`src/rtl/id_stage.sv`:
```
// Instruction-decode stage: IF/ID register, 32x32 register file with write-through
// bypass, decoder, immediate sign-extension, branch resolution and the ID/EX register.
module id_stage #(
    parameter logic [3:0] NOP_CMD = 4'hF
) (
    input  logic        clk,
    input  logic        rst,
    input  logic [31:0] if_instruction,
    input  logic [31:0] if_pc,
    input  logic        wb_en,
    input  logic [4:0]  wb_dest,
    input  logic [31:0] wb_data,
    output logic        branch_taken,
    output logic [31:0] branch_address,
    output logic [3:0]  ex_cmd,
    output logic        ex_mem_read,
    output logic        ex_mem_write,
    output logic        ex_wb_en,
    output logic [4:0]  ex_dest,
    output logic [31:0] ex_val1,
    output logic [31:0] ex_val2,
    output logic [31:0] ex_st_val,
    output logic [31:0] ex_pc
);
    localparam logic [5:0] OP_ADD  = 6'b000001;
    localparam logic [5:0] OP_SUB  = 6'b000011;
    localparam logic [5:0] OP_AND  = 6'b000101;
    localparam logic [5:0] OP_OR   = 6'b000110;
    localparam logic [5:0] OP_NOR  = 6'b000111;
    localparam logic [5:0] OP_XOR  = 6'b001000;
    localparam logic [5:0] OP_SLA  = 6'b001001;
    localparam logic [5:0] OP_SLL  = 6'b001010;
    localparam logic [5:0] OP_SRA  = 6'b001011;
    localparam logic [5:0] OP_SRL  = 6'b001100;
    localparam logic [5:0] OP_ADDI = 6'b100000;
    localparam logic [5:0] OP_SUBI = 6'b100001;
    localparam logic [5:0] OP_LD   = 6'b100100;
    localparam logic [5:0] OP_ST   = 6'b100101;
    localparam logic [5:0] OP_BEZ  = 6'b101000;
    localparam logic [5:0] OP_BNE  = 6'b101001;
    localparam logic [5:0] OP_JMP  = 6'b101010;

    logic [31:0] ir, ir_pc;
    logic [31:0] regs [32];
    logic [5:0]  op;
    logic [4:0]  src1, rt, rd;
    logic [31:0] imm_ext;
    logic [31:0] rv1, rv2;
    logic [3:0]  d_cmd;
    logic        d_wb, d_mr, d_mw, is_r;
    logic [4:0]  d_dest;
    logic [31:0] d_val2;

    assign op      = ir[31:26];
    assign src1    = ir[25:21];
    assign rt      = ir[20:16];
    assign rd      = ir[15:11];
    assign imm_ext = {{16{ir[15]}}, ir[15:0]};

    // A taken branch squashes the instruction fetched alongside it.
    always_ff @(posedge clk) begin
        if (rst || branch_taken) begin
            ir    <= '0;
            ir_pc <= '0;
        end else begin
            ir    <= if_instruction;
            ir_pc <= if_pc;
        end
    end

    always_ff @(posedge clk) begin
        if (rst) begin
            for (int i = 0; i < 32; i++) regs[i] <= '0;
        end else if (wb_en && wb_dest != 5'd0) begin
            regs[wb_dest] <= wb_data;
        end
    end

    // Write-through bypass lets write-back feed the instruction decoding in the same cycle.
    always_comb begin
        rv1 = regs[src1];
        if (src1 == 5'd0) rv1 = '0;
        else if (wb_en && wb_dest == src1) rv1 = wb_data;
        rv2 = regs[rt];
        if (rt == 5'd0) rv2 = '0;
        else if (wb_en && wb_dest == rt) rv2 = wb_data;
    end

    always_comb begin
        branch_taken = 1'b0;
        case (op)
            OP_BEZ:  branch_taken = (rv1 == 32'd0);
            OP_BNE:  branch_taken = (rv1 != rv2);
            OP_JMP:  branch_taken = 1'b1;
            default: branch_taken = 1'b0;
        endcase
    end

    assign branch_address = ir_pc + 32'd4 + {imm_ext[29:0], 2'b00};

    always_comb begin
        d_cmd  = NOP_CMD;
        d_wb   = 1'b0;
        d_mr   = 1'b0;
        d_mw   = 1'b0;
        d_dest = '0;
        d_val2 = rv2;
        is_r   = 1'b1;
        case (op)
            OP_ADD:  d_cmd = 4'h0;
            OP_SUB:  d_cmd = 4'h2;
            OP_AND:  d_cmd = 4'h4;
            OP_OR:   d_cmd = 4'h5;
            OP_NOR:  d_cmd = 4'h6;
            OP_XOR:  d_cmd = 4'h7;
            OP_SLA:  d_cmd = 4'h8;
            OP_SLL:  d_cmd = 4'h9;
            OP_SRA:  d_cmd = 4'hA;
            OP_SRL:  d_cmd = 4'hB;
            default: is_r  = 1'b0;
        endcase
        if (is_r) begin
            d_wb   = 1'b1;
            d_dest = rd;
        end
        // Branches and unknown opcodes fall through as bubbles with NOP_CMD.
        case (op)
            OP_ADDI: begin d_cmd = 4'h0; d_val2 = imm_ext; d_dest = rt; d_wb = 1'b1; end
            OP_SUBI: begin d_cmd = 4'h2; d_val2 = imm_ext; d_dest = rt; d_wb = 1'b1; end
            OP_LD:   begin d_cmd = 4'h0; d_val2 = imm_ext; d_dest = rt; d_wb = 1'b1; d_mr = 1'b1; end
            OP_ST:   begin d_cmd = 4'h0; d_val2 = imm_ext; d_mw = 1'b1; end
            default: begin end
        endcase
    end

    always_ff @(posedge clk) begin
        if (rst) begin
            ex_cmd       <= NOP_CMD;
            ex_mem_read  <= 1'b0;
            ex_mem_write <= 1'b0;
            ex_wb_en     <= 1'b0;
            ex_dest      <= '0;
            ex_val1      <= '0;
            ex_val2      <= '0;
            ex_st_val    <= '0;
            ex_pc        <= '0;
        end else begin
            ex_cmd       <= d_cmd;
            ex_mem_read  <= d_mr;
            ex_mem_write <= d_mw;
            ex_wb_en     <= d_wb;
            ex_dest      <= d_dest;
            ex_val1      <= rv1;
            ex_val2      <= d_val2;
            ex_st_val    <= rv2;
            ex_pc        <= ir_pc;
        end
    end
endmodule

```
`config.mk`:
```
export PLATFORM = sky130hd
export DESIGN_NAME = id_stage
export DESIGN_NICKNAME = d
export VERILOG_FILES = /design/src/rtl/id_stage.sv
export SDC_FILE = /design/constraint.sdc
export NUM_CORES = 2
export LEC_CHECK = 0
export CORE_MARGIN = 3
export CORE_UTILIZATION = 53
export CTS_CLUSTER_DIAMETER = 50
export DETAILED_ROUTE_END_ITERATION = 16
export HOLD_SLACK_MARGIN = 0.03
export PLACE_DENSITY = 0.75
export SYNTH_ARGS = -nofsm -noshare
export SYNTH_HDL_FRONTEND = slang
export SYNTH_SLANG_ARGS = --single-unit
```
`constraint.sdc`:
```
create_clock -name clk -period 12.95 [get_ports clk]
set_input_delay 3.885 -clock clk [delete_from_list [all_inputs] [get_ports clk]]
set_output_delay 3.885 -clock clk [all_outputs]
set_load 0.02 [all_outputs]
```
; Word level (Yosys, flattened, before mapping)
; Memories as Yosys holds them, arrays and structs flattened. A register that Yosys moved wholly into a read port is not among the register bits.
; Cells that the tools add are included.
[totals]
output_inout_bits = 173
ram_bits = 1024
word_cells = 72
input_bits = 104
memories = 1
register_bits = 204
[memory_table]
columns = memory, depth, word_bits, rd, rd_clocked_by_memory_dff, write_ports, line
row1 = regs, 32, 32, 2, 2, 32, 44  ; logic [31:0] regs [32];
[classes]
n_mux = 25
reduce_logical = 13
n_eq_ne = 20
addsub = 2
[ops]
columns = op, count
row1 = two-way mux 32 bit, 6
row2 = == test 6 bit (second input constant), 7
row3 = case mux 4 bit (10 select lines), 1
row4 = adder 32 x 3 -> 32 bit (second input constant), 1
row5 = adder 32 bit, 1
row6 = zero test 32 bit, 1
row7 = inequality test 32 bit, 1
row8 = OR reduction 32 bit, 1
row9 = == test 6 x 4 -> 1 bit (second input constant), 5
row10 = two-way mux 5 bit, 5
row11 = == test 6 x 3 -> 1 bit (second input constant), 3
row12 = two-way mux 1 bit, 11
row13 = == test 5 bit, 2
row14 = zero test 5 bit, 2
row15 = OR reduction 10 bit, 1
row16 = case mux 4 bit (2 select lines), 1
row17 = == test 6 x 1 -> 1 bit (second input constant), 1
row18 = == test 6 x 2 -> 1 bit (second input constant), 1
row19 = OR reduction 3 bit, 2
row20 = nonzero test 5 bit, 1
row21 = OR reduction 4 bit, 1
row22 = logical AND 1 bit, 3
row23 = case mux 1 bit (3 select lines), 1
row24 = logical OR 1 bit, 1

; Longest topological paths before layout
[logic_depth]
word_depth = 8
depth_mapped = 19

; Least setup slack after synthesis
; OpenSTA, ideal clock, no wires.
[synth_path]
kind = input -> output
startpoint = input wb_dest[4]
endpoint = output branch_taken
required_time_ns = 9.065
n_path_buf = 4
setup_slack_ns = 2.215
arrival_time_ns = 6.850
stages = 15
cell_sequence = buf_2 > xor2_1 > a2111o_1 > or2_1 > buf_2 > nor2_4 > buf_2 > o2bb2ai_1 > xnor2_1 > nand4_1 > nor4_1 > nand4_1 > o31a_1 > clkbuf_1 > nand2b_1
[synth_between]
elab_chain_len = 6
word_cells_on_any_way = 11
cone_classes = 3 x eq/ne / 5 x mux / 3 x reduce/logical
[synth_lines]
columns = item, line
row1 = "start, declared", 11  ; input logic [4:0] wb_dest,
row2 = "== test 5 bit, on equally long branches", "83, 86"
row3 = "logical AND 1 bit, on equally long branches", "83, 86"
row4 = "two-way mux 32 bit, on equally long branches", "83, 86"
row5 = "two-way mux 32 bit, on equally long branches", "82, 85"
row6 = inequality test 32 bit or zero test 32 bit (tied branches), "93, 92"
row7 = case mux 1 bit (3 select lines) *, 91  ; case (op)
row8 = "end, declared", 13  ; output logic branch_taken,
; Mark *: on every way between the ends. The rest lies on a longest branch, timed or not.

; Worst setup path after layout
; Ends and elaborated chain as after synthesis.

==> implementation parameters <==
Parameter                              Value

Status
  Result of the run ... finished clean

Critical path
  Critical-path maximum fanout ... 12
  Category of the most critical setup path ... in -> out
  Critical Path AT ... between 8 and 9 ns
  Category of the worst setup path launch point ... primary input
  Req. time, crit path ... 9.06 ns
  Crit path capture type ... primary output

STA
  Headroom to the max-slew limit ... 0.0872
  Max Clock Freq ... 0.0802 GHz
  Final count of hold timing violations ... 0
  Minimum clock period after layout ... 12.46 ns
  Worst-margin pin slew ... 1.37 ns
  Final Slew Violations ... 0
  Ratio of final minimum period to clock period ... 0.962
  Setup Skew ... about 0.035 ns
  # setup viols final ... 0
  RSZ-0062 raised after global routing ... no
  Setup_tns ... 0 ns

CTS
  Setup repair bufs after CTS ... 0
  TritonCTS Buffers ... roughly 140
  TritonCTS clock tree ... yes
  Clock latency on the worst-skew pair ... 0.78 ns
  CTS Buffer Depth ... 3
  Resize count post-CTS ... 0
  Hold_buf cts ... 0
  Master cell of the clock root buffer ... sky130_fd_sc_hd__clkbuf_16
  Number of clock sinks ... 1228
  H-tree depth ... 4
  Clock-pin slew of the registers on the worst-case setup and hold paths ... 0.06 ns

Global route
  Antenna violations before repair ... 22
  First-pass GRT wire length ... 341 mm
  Global-route congestion overflow total ... 0
  Largest net degree at the start of global routing ... 97
  Vias in the first global route ... 44.0k
  GRT Overall Usage ... 0.390

Pwr
  P_sw ... 0.00280 W
  Fraction of power consumed by combinational cells ... 0.155
  Fraction of power consumed by sequential logic ... 0.458
  Tot Pwr ... between 0.01 and 0.015 W
  Internal power ... 0.00736 W
  Total power density per cell area ... 139 nW/um2
  Leakage power of the design ... ~25 nW
  Sw frac ... 0.276
  Clock share of power ... 0.387
  Maximum VDD drop ... 0.143 mV

Synth
  Biggest area consumer among synthesized cells ... sky130_fd_sc_hd__edfxtp_1
  EDFF count, synth ... 1024
  Post-synthesis cell area ... 64200 um2
  Share of the synthesized area in compound gates (AO/OA/AOI/OAI) ... 0.0515
  Adder-cell share of the synthesized area ... 0.0114
  Average cell area after synthesis ... about 14 um2
  Share of cell area taken by muxes after synthesis ... 0.195
  Area share of the largest cell type after synthesis ... 0.479
  Combinational family with the most area after synthesis ... multiplexers
  Total of warnings raised by yosys ... 0
  Top cells by area, synth ... sky130_fd_sc_hd__edfxtp_1, sky130_fd_sc_hd__mux4_2, sky130_fd_sc_hd__and2_1, sky130_fd_sc_hd__dfxtp_1, sky130_fd_sc_hd__mux2i_1
  Leading register cell type out of synthesis ... sky130_fd_sc_hd__edfxtp_1
  Number of synthesized register bits ... 1228
  Post-synthesis cell type count ... 88
  Post-Synthesis Cells ... 4602
  Area share of xor/xnor cells in the synthesized design ... 0.00887
  Part of the Yosys area used for sequential elements ... 0.543
  Fraction of synthesis flops using an asynchronous set or reset pin ... 0
  Simple-gate share of the synthesized area ... 0.152

Floorplanning
  Cell row count ... 127
  Die width ... 354 um
  Height of the chip ... 354 um
  Die footprint ... 125000 um2
  Core outline area ... ~120000 um2
  Initial core utilization ... 0.534
  I/O pin count ... 277

Placement
  Detailed Place HPWL ... about 160 mm
  Routability congestion estimate from global placement ... 1.09
  Buffers added on ports ... 276

Finish
  Nets ... 4958
  Leading cell types in the layout, fill and taps excluded ... sky130_fd_sc_hd__edfxtp_1, sky130_fd_sc_hd__and2_1, sky130_fd_sc_hd__mux4_2
  Share of layout cells above drive strength 1 ... 0.211
  Most common cell after layout, fill and taps aside ... sky130_fd_sc_hd__edfxtp_1
  Layout area overhead ... 13.8%
  Final core utilization ... 0.608

Detailed routing
  WL final ... 247 mm
  Max layer used ... met5
  Length of routed met2 wiring ... 107 mm
  Starting DRC count in detailed routing ... around 7.3k
  Overall via count from detail_route ... 45.3k
  DRC ... 0
  Routed length per instance ... 37.8 um
  Routed length on met1 ... between 80 and 90 mm
  1st-pass router iterations ... 6
  Post-route antenna net violation count ... 0
  Detailed route wirelength on metal3 ... 35.8 mm
  Vias per std cell ... 6.94

Job
  Count of max-cap constraint violations ... 0

Worst hold path
  Type of the most critical hold path ... reg -> reg
cells by family (layout without fill, tap and decap cells):
family	count (synthesis)	in the layout
simple gates	1625	1625
xor+xnor	65	65
compound gates	484	484
buf+inv	473	747
mux	668	668
fa+ha+maj	58	58
other cells	1	44
flops	1228	1228
critical path: stages:
cell and delay, ns:
sky130_fd_sc_hd__clkdlybuf4s50_1 0.69, sky130_fd_sc_hd__xnor2_1 0.17, sky130_fd_sc_hd__nand4_1 0.27, sky130_fd_sc_hd__nor2_2 0.69, sky130_fd_sc_hd__buf_4 0.27, sky130_fd_sc_hd__a2111oi_2 0.05, sky130_fd_sc_hd__a22oi_1 0.41, sky130_fd_sc_hd__xor2_1 0.14
sky130_fd_sc_hd__or3_1 0.40, sky130_fd_sc_hd__nor4_1 0.22, sky130_fd_sc_hd__nand4_1 0.18, sky130_fd_sc_hd__o31a_2 0.35, sky130_fd_sc_hd__nand2b_1 0.23, sky130_fd_sc_hd__clkdlybuf4s50_1 0.62
Yosys cell counts (9+ instances only):
| cell | count |
|---|---|
| sky130_fd_sc_hd__xor2_1 | 25 |
| sky130_fd_sc_hd__a211oi_1 | 21 |
| sky130_fd_sc_hd__mux4_2 | 462 |
| sky130_fd_sc_hd__o2111ai_1 | 9 |
| sky130_fd_sc_hd__a32oi_1 | 9 |
| sky130_fd_sc_hd__o22ai_1 | 42 |
| sky130_fd_sc_hd__or2_2 | 40 |
| sky130_fd_sc_hd__nor2b_1 | 68 |
| sky130_fd_sc_hd__a31oi_1 | 9 |
| sky130_fd_sc_hd__nand2b_1 | 22 |
| sky130_fd_sc_hd__and4bb_1 | 41 |
| sky130_fd_sc_hd__buf_4 | 31 |
| sky130_fd_sc_hd__xnor2_1 | 40 |
| sky130_fd_sc_hd__o211ai_1 | 21 |
| sky130_fd_sc_hd__edfxtp_1 | 1024 |
| sky130_fd_sc_hd__nor3_1 | 65 |
| sky130_fd_sc_hd__ha_1 | 57 |
| sky130_fd_sc_hd__nand4_1 | 14 |
| sky130_fd_sc_hd__a21oi_1 | 102 |
| sky130_fd_sc_hd__a221oi_1 | 16 |
| sky130_fd_sc_hd__and2_1 | 969 |
| sky130_fd_sc_hd__dfxtp_1 | 204 |
| sky130_fd_sc_hd__buf_2 | 61 |
| sky130_fd_sc_hd__nand2_1 | 111 |
| sky130_fd_sc_hd__a22oi_1 | 112 |
| sky130_fd_sc_hd__inv_1 | 15 |
| sky130_fd_sc_hd__nand3_1 | 32 |
| sky130_fd_sc_hd__mux2i_1 | 169 |
| sky130_fd_sc_hd__o21ai_0 | 68 |
| sky130_fd_sc_hd__nor2_1 | 169 |
| sky130_fd_sc_hd__nor4_1 | 13 |
| sky130_fd_sc_hd__buf_6 | 40 |
| sky130_fd_sc_hd__clkbuf_1 | 293 |
| sky130_fd_sc_hd__buf_1 | 13 |
| sky130_fd_sc_hd__or3_1 | 12 |
| sky130_fd_sc_hd__mux2_2 | 34 |
| sky130_fd_sc_hd__nor4bb_1 | 25 |
| sky130_fd_sc_hd__and3_1 | 12 |
final timing paths:
check                                          from                  end  slack, ns  cells past startpoint
worst max-delay path                     wb_dest[4]         branch_taken       0.49                     14
worst min-delay path            ir_pc[2]$_SDFF_PP0_  ex_pc[2]$_SDFF_PP0_       0.46                      2
worst max register to register    ir[23]$_SDFF_PP0_    ir[29]$_SDFF_PP0_       6.47                     11
worst min register to register  ir_pc[2]$_SDFF_PP0_  ex_pc[2]$_SDFF_PP0_       0.46                      2
final cells by class:
type / count / area, um2
fillers: 9030 / 47100
clock buffers: 179 / 3890
diodes: 12 / 30.0
well taps: 1612 / 2020
clock inverters: 76 / 649
repair buffers: 471 / 4320
multi-input cells: 2932 / 27200
inverters: 21 / 78.8
flip-flops and latches: 1228 / 34900
power by group through the flow:
stage	Sequential, W	Clock (W)	Combinational [W]
after floorplan	0.00471	0	0.000834
after global placement	0.00471	0	0.00151
after detailed placement	0.00472	0	0.00151
after CTS	0.00464	0.00394	0.00152
after global routing	0.00467	0.00410	0.00160
final	0.00465	0.00393	0.00158
registers in the layout, indices dropped and copies added, names as in the netlist:
register and cells:
ex_val1 32, ex_cmd 4, ex_val2 32, ex_pc 32
ex_wb_en 1, ex_st_val 32, ex_mem_write 1, ex_mem_read 1
ir 32, regs 1024, ex_dest 5, ir_pc 32
through the flow:
step | hold slack [ns] | std cells | cell area, um2 | setup WS (ns)
floorplan | 0.420 | 4633 | 64300 | 2.22
global placement | 0.454 | 6264 | 68500 | 0.619
detailed placement | 0.461 | 6264 | 68500 | 0.475
CTS | 0.468 | 6519 | 73000 | 0.462
global route | 0.475 | 6524 | 73000 | 0.334
finish | 0.465 | 6531 | 73000 | 0.487
metal layers:
| layer | up-vias | GRT usage |
|---|---|---|
| met2 | 3979 | 0.572 |
| met3 | 1009 | 0.142 |
| met5 | - | 0.0135 |
| met4 | 14 | 0.271 |
| li1 | 17820 | - |
| met1 | 22478 | 0.480 |
Note: power is estimated with default switching activity, not from simulation.
